File: src/rtl/mac_pkg.sv
// Shared definitions for the MAC sequencing controller and MAC datapath wrappers.
// - mac_seq_state_t : controller state encoding
// - MAC_PIPE_DEPTH  : register stages in MAC_nbit (product reg + accumulator reg)
// - CLEAR_CYCLES    : cycles the accumulator clear is held before streaming
package mac_pkg;

  typedef enum logic [2:0] {
    ST_IDLE,
    ST_CLEAR,
    ST_RUN,
    ST_DRAIN,
    ST_DONE
  } mac_seq_state_t;

  localparam int unsigned MAC_PIPE_DEPTH = 2;
  localparam int unsigned CLEAR_CYCLES   = 1;

  // Width of the shared CLEAR/DRAIN phase counter; must hold
  // max(MAC_PIPE_DEPTH, CLEAR_CYCLES) - 1.
  localparam int unsigned PHASE_W = 4;

endpackage

File: src/rtl/mac_seq_ctrl_if.sv
// Bundle of job, operand-stream, MAC-side and result signals for mac_seq_ctrl.
// slave  : the controller (mac_seq_ctrl)
// master : the environment (operand source, MAC instance, result consumer)
// Signals:
//   start/len/busy                 job request and status
//   in_valid/in_ready/a_in/b_in    operand stream handshake
//   mac_a/mac_b/mac_rst_n/mac_out  connection to MAC_nbit
//   res_valid/res_ready/result     result handshake
interface mac_seq_ctrl_if #(
  parameter int unsigned WIDTH     = 8,
  parameter int unsigned OUT_WIDTH = 32,
  parameter int unsigned LEN_W     = 8
);

  logic                 start;
  logic [LEN_W-1:0]     len;
  logic                 busy;
  logic                 in_valid;
  logic                 in_ready;
  logic [WIDTH-1:0]     a_in;
  logic [WIDTH-1:0]     b_in;
  logic [WIDTH-1:0]     mac_a;
  logic [WIDTH-1:0]     mac_b;
  logic                 mac_rst_n;
  logic [OUT_WIDTH-1:0] mac_out;
  logic                 res_valid;
  logic                 res_ready;
  logic [OUT_WIDTH-1:0] result;

  modport slave (
    input  start, len, in_valid, a_in, b_in, mac_out, res_ready,
    output busy, in_ready, mac_a, mac_b, mac_rst_n, res_valid, result
  );

  modport master (
    output start, len, in_valid, a_in, b_in, mac_out, res_ready,
    input  busy, in_ready, mac_a, mac_b, mac_rst_n, res_valid, result
  );

endinterface

File: src/rtl/mac_seq_ctrl.sv
// Sequencing controller for MAC_nbit dot-product jobs.
// Accepts a job of len operand pairs, clears the MAC accumulator, streams
// the pairs under valid/ready, waits out the MAC pipeline and holds the
// final accumulator value until the consumer accepts it.
// Ports:
//   clk  in  clock, all state on rising edge
//   rst  in  asynchronous active-high reset
//   bus  slave side of mac_seq_ctrl_if (job, operand, MAC and result signals)
module mac_seq_ctrl
  import mac_pkg::*;
#(
  parameter int unsigned WIDTH     = 8,
  parameter int unsigned OUT_WIDTH = 32,
  parameter int unsigned LEN_W     = 8
) (
  input  logic            clk,
  input  logic            rst,
  mac_seq_ctrl_if.slave   bus
);

  localparam logic [PHASE_W-1:0] CLEAR_LAST = PHASE_W'(CLEAR_CYCLES - 1);
  localparam logic [PHASE_W-1:0] DRAIN_LAST = PHASE_W'(MAC_PIPE_DEPTH - 1);

  mac_seq_state_t       state_q;
  logic [LEN_W-1:0]     len_q;
  logic [LEN_W-1:0]     beat_cnt_q;
  logic [LEN_W-1:0]     beat_cnt_next;
  logic [PHASE_W-1:0]   phase_cnt_q;
  logic                 busy_q;
  logic                 in_ready_q;
  logic                 res_valid_q;
  logic                 mac_rst_n_q;
  logic [OUT_WIDTH-1:0] result_q;
  logic                 beat;

  assign beat          = bus.in_valid && in_ready_q;
  assign beat_cnt_next = beat_cnt_q + LEN_W'(1);

  // Operands reach the MAC only on an accepted beat; stalls, CLEAR and
  // DRAIN feed zero products so the accumulator is unaffected.
  assign bus.mac_a = beat ? bus.a_in : '0;
  assign bus.mac_b = beat ? bus.b_in : '0;

  assign bus.busy      = busy_q;
  assign bus.in_ready  = in_ready_q;
  assign bus.res_valid = res_valid_q;
  assign bus.result    = result_q;
  assign bus.mac_rst_n = mac_rst_n_q;

  always_ff @(posedge clk or posedge rst) begin
    if (rst) begin
      state_q     <= ST_IDLE;
      len_q       <= '0;
      beat_cnt_q  <= '0;
      phase_cnt_q <= '0;
      busy_q      <= 1'b0;
      in_ready_q  <= 1'b0;
      res_valid_q <= 1'b0;
      mac_rst_n_q <= 1'b0;
      result_q    <= '0;
    end else begin
      // Clear is asserted only while entering or staying in CLEAR.
      mac_rst_n_q <= 1'b1;
      case (state_q)
        ST_IDLE: begin
          if (bus.start) begin
            len_q       <= bus.len;
            beat_cnt_q  <= '0;
            phase_cnt_q <= '0;
            busy_q      <= 1'b1;
            mac_rst_n_q <= 1'b0;
            state_q     <= ST_CLEAR;
          end
        end

        ST_CLEAR: begin
          if (phase_cnt_q == CLEAR_LAST) begin
            phase_cnt_q <= '0;
            if (len_q == '0) begin
              state_q <= ST_DRAIN;
            end else begin
              in_ready_q <= 1'b1;
              state_q    <= ST_RUN;
            end
          end else begin
            phase_cnt_q <= phase_cnt_q + PHASE_W'(1);
            mac_rst_n_q <= 1'b0;
          end
        end

        ST_RUN: begin
          if (beat) begin
            beat_cnt_q <= beat_cnt_next;
            if (beat_cnt_next == len_q) begin
              in_ready_q <= 1'b0;
              state_q    <= ST_DRAIN;
            end
          end
        end

        ST_DRAIN: begin
          // The last product lands in the accumulator after MAC_PIPE_DEPTH
          // edges, so mac_out is final on the drain exit edge.
          if (phase_cnt_q == DRAIN_LAST) begin
            phase_cnt_q <= '0;
            result_q    <= bus.mac_out;
            res_valid_q <= 1'b1;
            state_q     <= ST_DONE;
          end else begin
            phase_cnt_q <= phase_cnt_q + PHASE_W'(1);
          end
        end

        ST_DONE: begin
          if (bus.res_ready) begin
            res_valid_q <= 1'b0;
            busy_q      <= 1'b0;
            state_q     <= ST_IDLE;
          end
        end

        default: begin
          in_ready_q  <= 1'b0;
          res_valid_q <= 1'b0;
          busy_q      <= 1'b0;
          state_q     <= ST_IDLE;
        end
      endcase
    end
  end

endmodule

File: src/flat_wrapper.sv
// flat-port wrapper written by rule: the top's interface ports become plain ports
module mac_seq_ctrl_flat import mac_pkg::*;
#(
  parameter int unsigned WIDTH     = 8,
  parameter int unsigned OUT_WIDTH = 32,
  parameter int unsigned LEN_W     = 8
)
  (clk, rst, bus_start, bus_len, bus_in_valid, bus_a_in, bus_b_in, bus_mac_out, bus_res_ready, bus_busy, bus_in_ready, bus_mac_a, bus_mac_b, bus_mac_rst_n, bus_res_valid, bus_result);
  mac_seq_ctrl_if #(.WIDTH(WIDTH), .OUT_WIDTH(OUT_WIDTH), .LEN_W(LEN_W)) bus_i ();
  input  logic clk;
  input  logic rst;
  input wire logic [$bits(bus_i.start)-1:0] bus_start;
  input wire logic [$bits(bus_i.len)-1:0] bus_len;
  input wire logic [$bits(bus_i.in_valid)-1:0] bus_in_valid;
  input wire logic [$bits(bus_i.a_in)-1:0] bus_a_in;
  input wire logic [$bits(bus_i.b_in)-1:0] bus_b_in;
  input wire logic [$bits(bus_i.mac_out)-1:0] bus_mac_out;
  input wire logic [$bits(bus_i.res_ready)-1:0] bus_res_ready;
  output wire logic [$bits(bus_i.busy)-1:0] bus_busy;
  output wire logic [$bits(bus_i.in_ready)-1:0] bus_in_ready;
  output wire logic [$bits(bus_i.mac_a)-1:0] bus_mac_a;
  output wire logic [$bits(bus_i.mac_b)-1:0] bus_mac_b;
  output wire logic [$bits(bus_i.mac_rst_n)-1:0] bus_mac_rst_n;
  output wire logic [$bits(bus_i.res_valid)-1:0] bus_res_valid;
  output wire logic [$bits(bus_i.result)-1:0] bus_result;
  assign bus_i.start = bus_start;
  assign bus_i.len = bus_len;
  assign bus_i.in_valid = bus_in_valid;
  assign bus_i.a_in = bus_a_in;
  assign bus_i.b_in = bus_b_in;
  assign bus_i.mac_out = bus_mac_out;
  assign bus_i.res_ready = bus_res_ready;
  assign bus_busy = bus_i.busy;
  assign bus_in_ready = bus_i.in_ready;
  assign bus_mac_a = bus_i.mac_a;
  assign bus_mac_b = bus_i.mac_b;
  assign bus_mac_rst_n = bus_i.mac_rst_n;
  assign bus_res_valid = bus_i.res_valid;
  assign bus_result = bus_i.result;
  mac_seq_ctrl #(.WIDTH(WIDTH), .OUT_WIDTH(OUT_WIDTH), .LEN_W(LEN_W)) u_core (.clk(clk), .rst(rst), .bus(bus_i));
endmodule
File: config.mk
export PLATFORM = sky130hd
export DESIGN_NAME = mac_seq_ctrl_flat
export DESIGN_NICKNAME = d
export VERILOG_FILES = /design/src/rtl/mac_pkg.sv /design/src/rtl/mac_seq_ctrl_if.sv /design/src/rtl/mac_seq_ctrl.sv /design/src/flat_wrapper.sv
export SDC_FILE = /design/constraint.sdc
export NUM_CORES = 1
export LEC_CHECK = 0
export CAP_MARGIN = 20
export CORE_UTILIZATION = 47
export CTS_CLUSTER_SIZE = 30
export DETAILED_ROUTE_END_ITERATION = 6
export HOLD_SLACK_MARGIN = 0.03
export PLACE_DENSITY = 0.93
export SLEW_MARGIN = 10
export SYNTH_ARGS = -nofsm -noshare
export SYNTH_HDL_FRONTEND = slang
export SYNTH_SLANG_ARGS = --single-unit
File: constraint.sdc
create_clock -name clk -period 3.42 [get_ports clk]
set_clock_uncertainty 0.15 [all_clocks]
set_input_delay 0.684 -clock clk [delete_from_list [all_inputs] [get_ports clk]]
set_output_delay 0.684 -clock clk [all_outputs]
set_load 0.02 [all_outputs]
Yosys cells after proc, flatten, opt, wreduce, memory -nomap -nowiden
Cells that the tools add are included.
Operators by class
  add/sub/neg operators: 2
  multipliers: 0
  divide/modulo/power cells: 0
  order comparisons: 0
  equality and inequality tests: 13
  shift operators: 0
  muxes and demuxes: 30
  bitwise gates (word level): 3
  reduce and logical (&&, ||, !) cells: 17
Operator list (count)
  8-bit two-way mux: 4
  3-bit two-way mux: 6
  8-bit case mux with 2 select lines: 1
  3-bit case mux with 5 select lines: 1
  4-bit two-way mux: 3
  4-bit case mux with 3 select lines: 1
  1-bit two-way mux: 10
  1-bit case mux with 3 select lines: 3
  3-bit AND reduction: 3
  3-bit OR reduction: 3
  8-bit by 1-bit adder with 8-bit output (second input constant): 1
  8-bit == test: 1
  8-bit zero test: 1
  2-bit by 1-bit != test with 1-bit output (second input constant): 4
  3-bit by 2-bit == test with 1-bit output (second input constant): 2
  2-bit != test (second input constant): 3
  2-bit AND reduction: 3
  6-bit AND reduction: 1
  5-bit AND reduction: 1
  4-bit by 1-bit adder with 4-bit output (second input constant): 1
  4-bit by 1-bit == test with 1-bit output (second input constant): 1
  4-bit zero test: 1
  3-bit by 1-bit == test with 1-bit output (second input constant): 1
  3-bit == test (second input constant): 1
  6 further kinds: 8
Word-level totals
  register bits: 59
  bits in latches: 0
  RAM bits: 0
  memory bits (read-only): 0
  bits of input ports: 61
  memories kept: 0

Logic depth before layout (Yosys ltp)
  depth after elaboration: 5
  mapped depth: 7
  gate-level depth less buffers: 7

Worst setup path after synthesis
Ideal clock, no wire load.
  path kind: input to output
  start point: input port bus_in_valid
  end point: output port bus_mac_a[0]
  arrival time: 1.401 ns
  data required time: 2.586 ns
  setup slack: 1.185 ns
  stages on the path: 3
  buffers on the path: 2
  cells stage by stage: clkbuf_1 clkbuf_1 and3_1
On the way
  cells in the longest elaborated chain, start to end: 2
Ends and longest elaborated chain
  from (decl): RTL line flat_wrapper.sv:14  | input wire logic [$bits(bus_i.in_valid)-1:0] bus_in_valid;
  1-bit logical AND: RTL line mac_seq_ctrl.sv:36  | assign beat = bus.in_valid && in_ready_q;
  8-bit two-way mux: RTL line mac_seq_ctrl.sv:41  | assign bus.mac_a = beat ? bus.a_in : '0;
  to (decl): RTL line flat_wrapper.sv:21  | output wire logic [$bits(bus_i.mac_a)-1:0] bus_mac_a;
Every way passes these cells.

Worst setup path in the final report
  start point: input port bus_in_valid
  end point: output port bus_mac_b[0]
On the way
  cells in the longest elaborated chain, start to end: 2
Ends and longest elaborated chain
  1-bit logical AND: RTL line mac_seq_ctrl.sv:36
  8-bit two-way mux: RTL line mac_seq_ctrl.sv:42  | assign bus.mac_b = beat ? bus.b_in : '0;
  to (decl): RTL line flat_wrapper.sv:22  | output wire logic [$bits(bus_i.mac_b)-1:0] bus_mac_b;
Every way passes these cells.

==> report_table.html <==
<table>
<tr><th>Metric</th><th>Value</th></tr>
<tr><th colspan="2">Synthesis</th></tr>
<tr><td>Post-synthesis cell area</td><td>0.002889 mm^2</td></tr>
<tr><td>Fraction of the mapped netlist area in adder cells</td><td>2.165%</td></tr>
<tr><td>Multiplexer fraction of the synthesized cell area</td><td>16.33%</td></tr>
<tr><td>Synthesized net count</td><td>318</td></tr>
<tr><td>Warnings from Yosys</td><td>0</td></tr>
<tr><td>Most common flop cell mapped by yosys</td><td>sky130_fd_sc_hd__dfrtp_1</td></tr>
<tr><td>Synth Area in Compound Gates</td><td>9.138%</td></tr>
<tr><td>Most instantiated library cell after synthesis</td><td>sky130_fd_sc_hd__dfrtp_1</td></tr>
<tr><td>Number of flops mapped to enable cells by yosys</td><td>0</td></tr>
<tr><td>Synth Area per Inst</td><td>11.46 um^2</td></tr>
<tr><td>Total of flip-flops plus latches after synthesis</td><td>59</td></tr>
<tr><td>Top cells by instance count after synthesis</td><td>sky130_fd_sc_hd__dfrtp_1 (59), sky130_fd_sc_hd__mux2_1 (41), sky130_fd_sc_hd__and3_1 (17)</td></tr>
<tr><td>Number of different library cells in the post-synthesis netlist</td><td>47</td></tr>
<tr><td>Cell count after synthesis</td><td>252</td></tr>
<tr><td>Synthesized-area fraction occupied by xor and xnor cells</td><td>2.728%</td></tr>
<tr><td>Sequential cell area fraction in the yosys report</td><td>51.10%</td></tr>
<tr><td>Area fraction of the dominant cell type after synthesis</td><td>51.10%</td></tr>
<tr><td>Fraction of registers with async set/reset</td><td>100.0%</td></tr>
<tr><td>Cell type with the largest total area after synthesis</td><td>sky130_fd_sc_hd__dfrtp_1</td></tr>
<tr><td>Main combinational cell family by area after synthesis</td><td>multiplexers</td></tr>
<tr><td>Simple-gate share of the synthesized area</td><td>15.03%</td></tr>
<tr><td>Top area cells in the synthesized netlist</td><td>sky130_fd_sc_hd__dfrtp_1 (51%), sky130_fd_sc_hd__mux2_1 (16%), sky130_fd_sc_hd__and3_1 (3.7%)</td></tr>
<tr><th colspan="2">Power</th></tr>
<tr><td>Leak</td><td>0.001802 uW</td></tr>
<tr><td>Switching power total</td><td>1292 uW</td></tr>
<tr><td>Reg power frac</td><td>36.0%</td></tr>
<tr><td>Combinational share of power</td><td>45.3%</td></tr>
<tr><td>Net switching fraction of the power</td><td>36.88%</td></tr>
<tr><td>Total power</td><td>3502 uW</td></tr>
<tr><td>Worst voltage drop across the vdd grid</td><td>0.0004588 V</td></tr>
<tr><td>Proportion of power drawn by the clock network</td><td>18.8%</td></tr>
<tr><td>Power Internal</td><td>2211 uW</td></tr>
<tr><td>Total power divided by cell area</td><td>822.3 mW/mm^2</td></tr>
<tr><th colspan="2">Routing</th></tr>
<tr><td>Remaining design rule violation count</td><td>0</td></tr>
<tr><td>Number of vias per cell after detailed routing</td><td>5.365</td></tr>
<tr><td>Routed wire length</td><td>6.886 mm</td></tr>
<tr><td>Antenna viol nets, final</td><td>0</td></tr>
<tr><td>Via count of the routed design</td><td>2366</td></tr>
<tr><td>Post-detailed-route wirelength per cell</td><td>15.61 um</td></tr>
<tr><td>Pre-antenna DRT Iters</td><td>4</td></tr>
<tr><td>Violation count after the first detailed-route iteration</td><td>110</td></tr>
<tr><th colspan="2">Clock network</th></tr>
<tr><td>Clk Tree Root Cell</td><td>sky130_fd_sc_hd__clkbuf_8</td></tr>
<tr><td>Clock buffers created by TritonCTS</td><td>9</td></tr>
<tr><td>Clock-pin slew on the worst setup and hold paths</td><td>0.06 ns</td></tr>
<tr><td>CTS tree</td><td>built</td></tr>
<tr><td>TritonCTS Sinks</td><td>59</td></tr>
<tr><td>Setup Fix Bufs, Post-CTS</td><td>0</td></tr>
<tr><td>Hold-fix buffers, CTS</td><td>0</td></tr>
<tr><td>Resized cells post-CTS</td><td>0</td></tr>
<tr><td>Insertion delay of the later-clocked pin in the worst-skew pair</td><td>0.33 ns</td></tr>
<tr><td>Largest buffer count on any clock path</td><td>2</td></tr>
<tr><td>Level count of the clock H-tree</td><td>3</td></tr>
<tr><th colspan="2">Finish</th></tr>
<tr><td>Antenna diodes</td><td>0</td></tr>
<tr><td>Share of layout cells above drive strength 1</td><td>7.650%</td></tr>
<tr><td>Area grow syn2layout</td><td>47.42%</td></tr>
<tr><td>Final design area excluding fillers</td><td>0.004259 mm^2</td></tr>
<tr><td>Nets</td><td>427</td></tr>
<tr><td>Count of placed standard cells in the final layout, fillers left out</td><td>441</td></tr>
<tr><th colspan="2">Die</th></tr>
<tr><td>Area of the die</td><td>0.006464 mm^2</td></tr>
<tr><td>Horizontal extent of the die</td><td>80.40 um</td></tr>
<tr><td>Row count</td><td>28</td></tr>
<tr><td>Overall die height</td><td>80.40 um</td></tr>
<tr><td>Initial core utilization</td><td>48.80%</td></tr>
<tr><td>Floorplan core area</td><td>0.005921 mm^2</td></tr>
<tr><td>I/O pin cnt</td><td>113</td></tr>
<tr><th colspan="2">Placed design</th></tr>
<tr><td>Estimated wirelength of the detail-placed design</td><td>4.948 mm</td></tr>
<tr><td>IO buf count</td><td>112</td></tr>
<tr><td>Final estimated routing congestion in global placement</td><td>0.8132</td></tr>
<tr><td>Cell count after placement</td><td>425</td></tr>
<tr><td>Post-placement worst setup slack</td><td>0.2922 ns</td></tr>
<tr><td>Dpl cell area</td><td>0.004046 mm^2</td></tr>
<tr><th colspan="2">STA</th></tr>
<tr><td>Final number of hold-violating endpoints</td><td>0</td></tr>
<tr><td>Slew at the pin closest to its max-slew limit</td><td>0.7321 ns</td></tr>
<tr><td>Count of pins over their slew limit</td><td>0</td></tr>
<tr><td>Final-report setup violation count</td><td>0</td></tr>
<tr><td>Crit path setup slack, layout</td><td>0.2640 ns</td></tr>
<tr><td>Final critical-path share of the clock period</td><td>92.28%</td></tr>
<tr><td>Setup repair after global routing missed its margin</td><td>no</td></tr>
<tr><td>Setup total negative slack</td><td>0 ns</td></tr>
<tr><td>Final critical-path required period</td><td>3.156 ns</td></tr>
<tr><td>Tightest slew margin relative to the limit</td><td>51.20%</td></tr>
<tr><td>Highest achievable clock rate</td><td>0.3169 GHz</td></tr>
<tr><th colspan="2">Setup path</th></tr>
<tr><td>Worst Setup End Kind</td><td>output pin</td></tr>
<tr><td>Crit path required time</td><td>2.59 ns</td></tr>
<tr><td>Arrival time worst endpoint</td><td>2.32 ns</td></tr>
<tr><td>Setup crit start kind</td><td>primary input</td></tr>
<tr><td>Peak fanout along the critical path</td><td>19</td></tr>
<tr><td>Critical Setup Path Class</td><td>in2out</td></tr>
<tr><th colspan="2">Global routing</th></tr>
<tr><td>Vias in the first global route</td><td>2331</td></tr>
<tr><td>Initial antenna violation count</td><td>0</td></tr>
<tr><td>Overflow after GRT</td><td>0</td></tr>
<tr><td>Total global routing track utilization</td><td>22.44%</td></tr>
<tr><td>Global-route wire length before repair</td><td>10.90 mm</td></tr>
<tr><td>Maximum number of pins on one net before global-route repair</td><td>60</td></tr>
<tr><th colspan="2">Job</th></tr>
<tr><td>Max capacitance violation total</td><td>0</td></tr>
<tr><th colspan="2">Run status</th></tr>
<tr><td>Result of the run</td><td>finished, final reports clean</td></tr>
<tr><th colspan="2">Hold path</th></tr>
<tr><td>Worst hold path class</td><td>reg2reg</td></tr>
</table>
-- sequential cells by signal, indices dropped and copies added, names as in the netlist, 3 cells and up --
name and flops:
u_core.len_q 8, u_core.bus.result 32, u_core.state_q 3, u_core.beat_cnt_q 8, u_core.phase_cnt_q 4
-- placed cells by master (no fill, tap or decap), types with 3 or more instances in the layout --
cell                                n
sky130_fd_sc_hd__and3_1            17
sky130_fd_sc_hd__o41ai_1            3
sky130_fd_sc_hd__clkbuf_8          12
sky130_fd_sc_hd__dfrtp_1           59
sky130_fd_sc_hd__nor2_1            15
sky130_fd_sc_hd__o31ai_1            3
sky130_fd_sc_hd__ha_1               5
sky130_fd_sc_hd__mux2_1            41
sky130_fd_sc_hd__inv_1              3
sky130_fd_sc_hd__nand3_1            5
sky130_fd_sc_hd__clkdlybuf4s50_1  112
sky130_fd_sc_hd__o21ai_1           14
sky130_fd_sc_hd__or3_1              3
sky130_fd_sc_hd__buf_4              3
sky130_fd_sc_hd__xnor2_1            3
sky130_fd_sc_hd__xor2_1             6
sky130_fd_sc_hd__o21ai_0            4
sky130_fd_sc_hd__nand2_1           14
sky130_fd_sc_hd__a21oi_1            4
sky130_fd_sc_hd__nand2b_1           4
-- final timing paths --
check                                            startpoint                                end  slack [ns]  cells past startpoint
max in group asynchronous                               rst   u_core.beat_cnt_q[4]$_DFFE_PP0P_        1.90                      3
setup reg to reg              u_core.state_q[0]$_DFFE_PP0P_   u_core.bus.result[6]$_DFFE_PP0P_        1.10                      4
setup / recovery                               bus_in_valid                       bus_mac_b[0]        0.26                      3
hold reg to reg            u_core.bus.result[7]$_DFFE_PP0P_   u_core.bus.result[7]$_DFFE_PP0P_        0.34                      1
hold / removal             u_core.bus.result[7]$_DFFE_PP0P_   u_core.bus.result[7]$_DFFE_PP0P_        0.34                      1
min in group asynchronous                               rst  u_core.bus.result[27]$_DFFE_PP0P_        0.72                      3
-- kinds of logic (layout without fill, tap and decap cells) --
logic type,count (synthesis),in the layout
AOI/OAI and AO/OA,39,39
xor gates and xnor gates,9,9
adders and majority gates,5,5
buffers and inverters,21,135
DFF,59,59
muxes,42,42
and+or+nand+nor,77,77
-- metrics by stage --
stage / util, % / hold WS, ns
finish: 71.94 / 0.3391
global route: 71.94 / 0.3513
CTS: 71.94 / 0.3403
detailed placement: 68.34 / 0.3270
global placement: 68.34 / 0.3187
floorplan: - / 0.2988
-- cell type report --
cell class	count	area (um^2)
clock buffers	12	165.2
clock inverters	4	47.55
fillers	436	1662
inverters	4	15.01
multi-input cells	172	1318
flip-flops and latches	59	1476
well taps	75	93.84
repair buffers	115	1144
-- layer usage --
| layer | routed length, um | up-vias | part of all wire [%] | global-route usage (%) |
|---|---|---|---|---|
| met5 | 0 | - | 0 | 0 |
| met4 | 109 | 0 | 1.6 | 8.571 |
| met3 | 376 | 11 | 5.5 | 5.909 |
| met2 | 3626 | 82 | 53 | 38.47 |
| met1 | 2774 | 1151 | 40 | 26.74 |
| li1 | - | 1122 | - | - |
-- critical path, stage by stage --
cell and delay [ns]:
sky130_fd_sc_hd__clkdlybuf4s50_1 0.78, sky130_fd_sc_hd__and3_1 0.25, sky130_fd_sc_hd__clkdlybuf4s50_1 0.61
-- power by group through the flow --
stage	sequential [uW]	clock, uW	combinational (uW)
final	1260	658	1580
after CTS	1260	677	1600
after detailed placement	1270	0	1590
after global placement	1240	0	1540
after global routing	1310	709	1710
after floorplan	1440	0	710
Power figures use the tool's default switching activity.
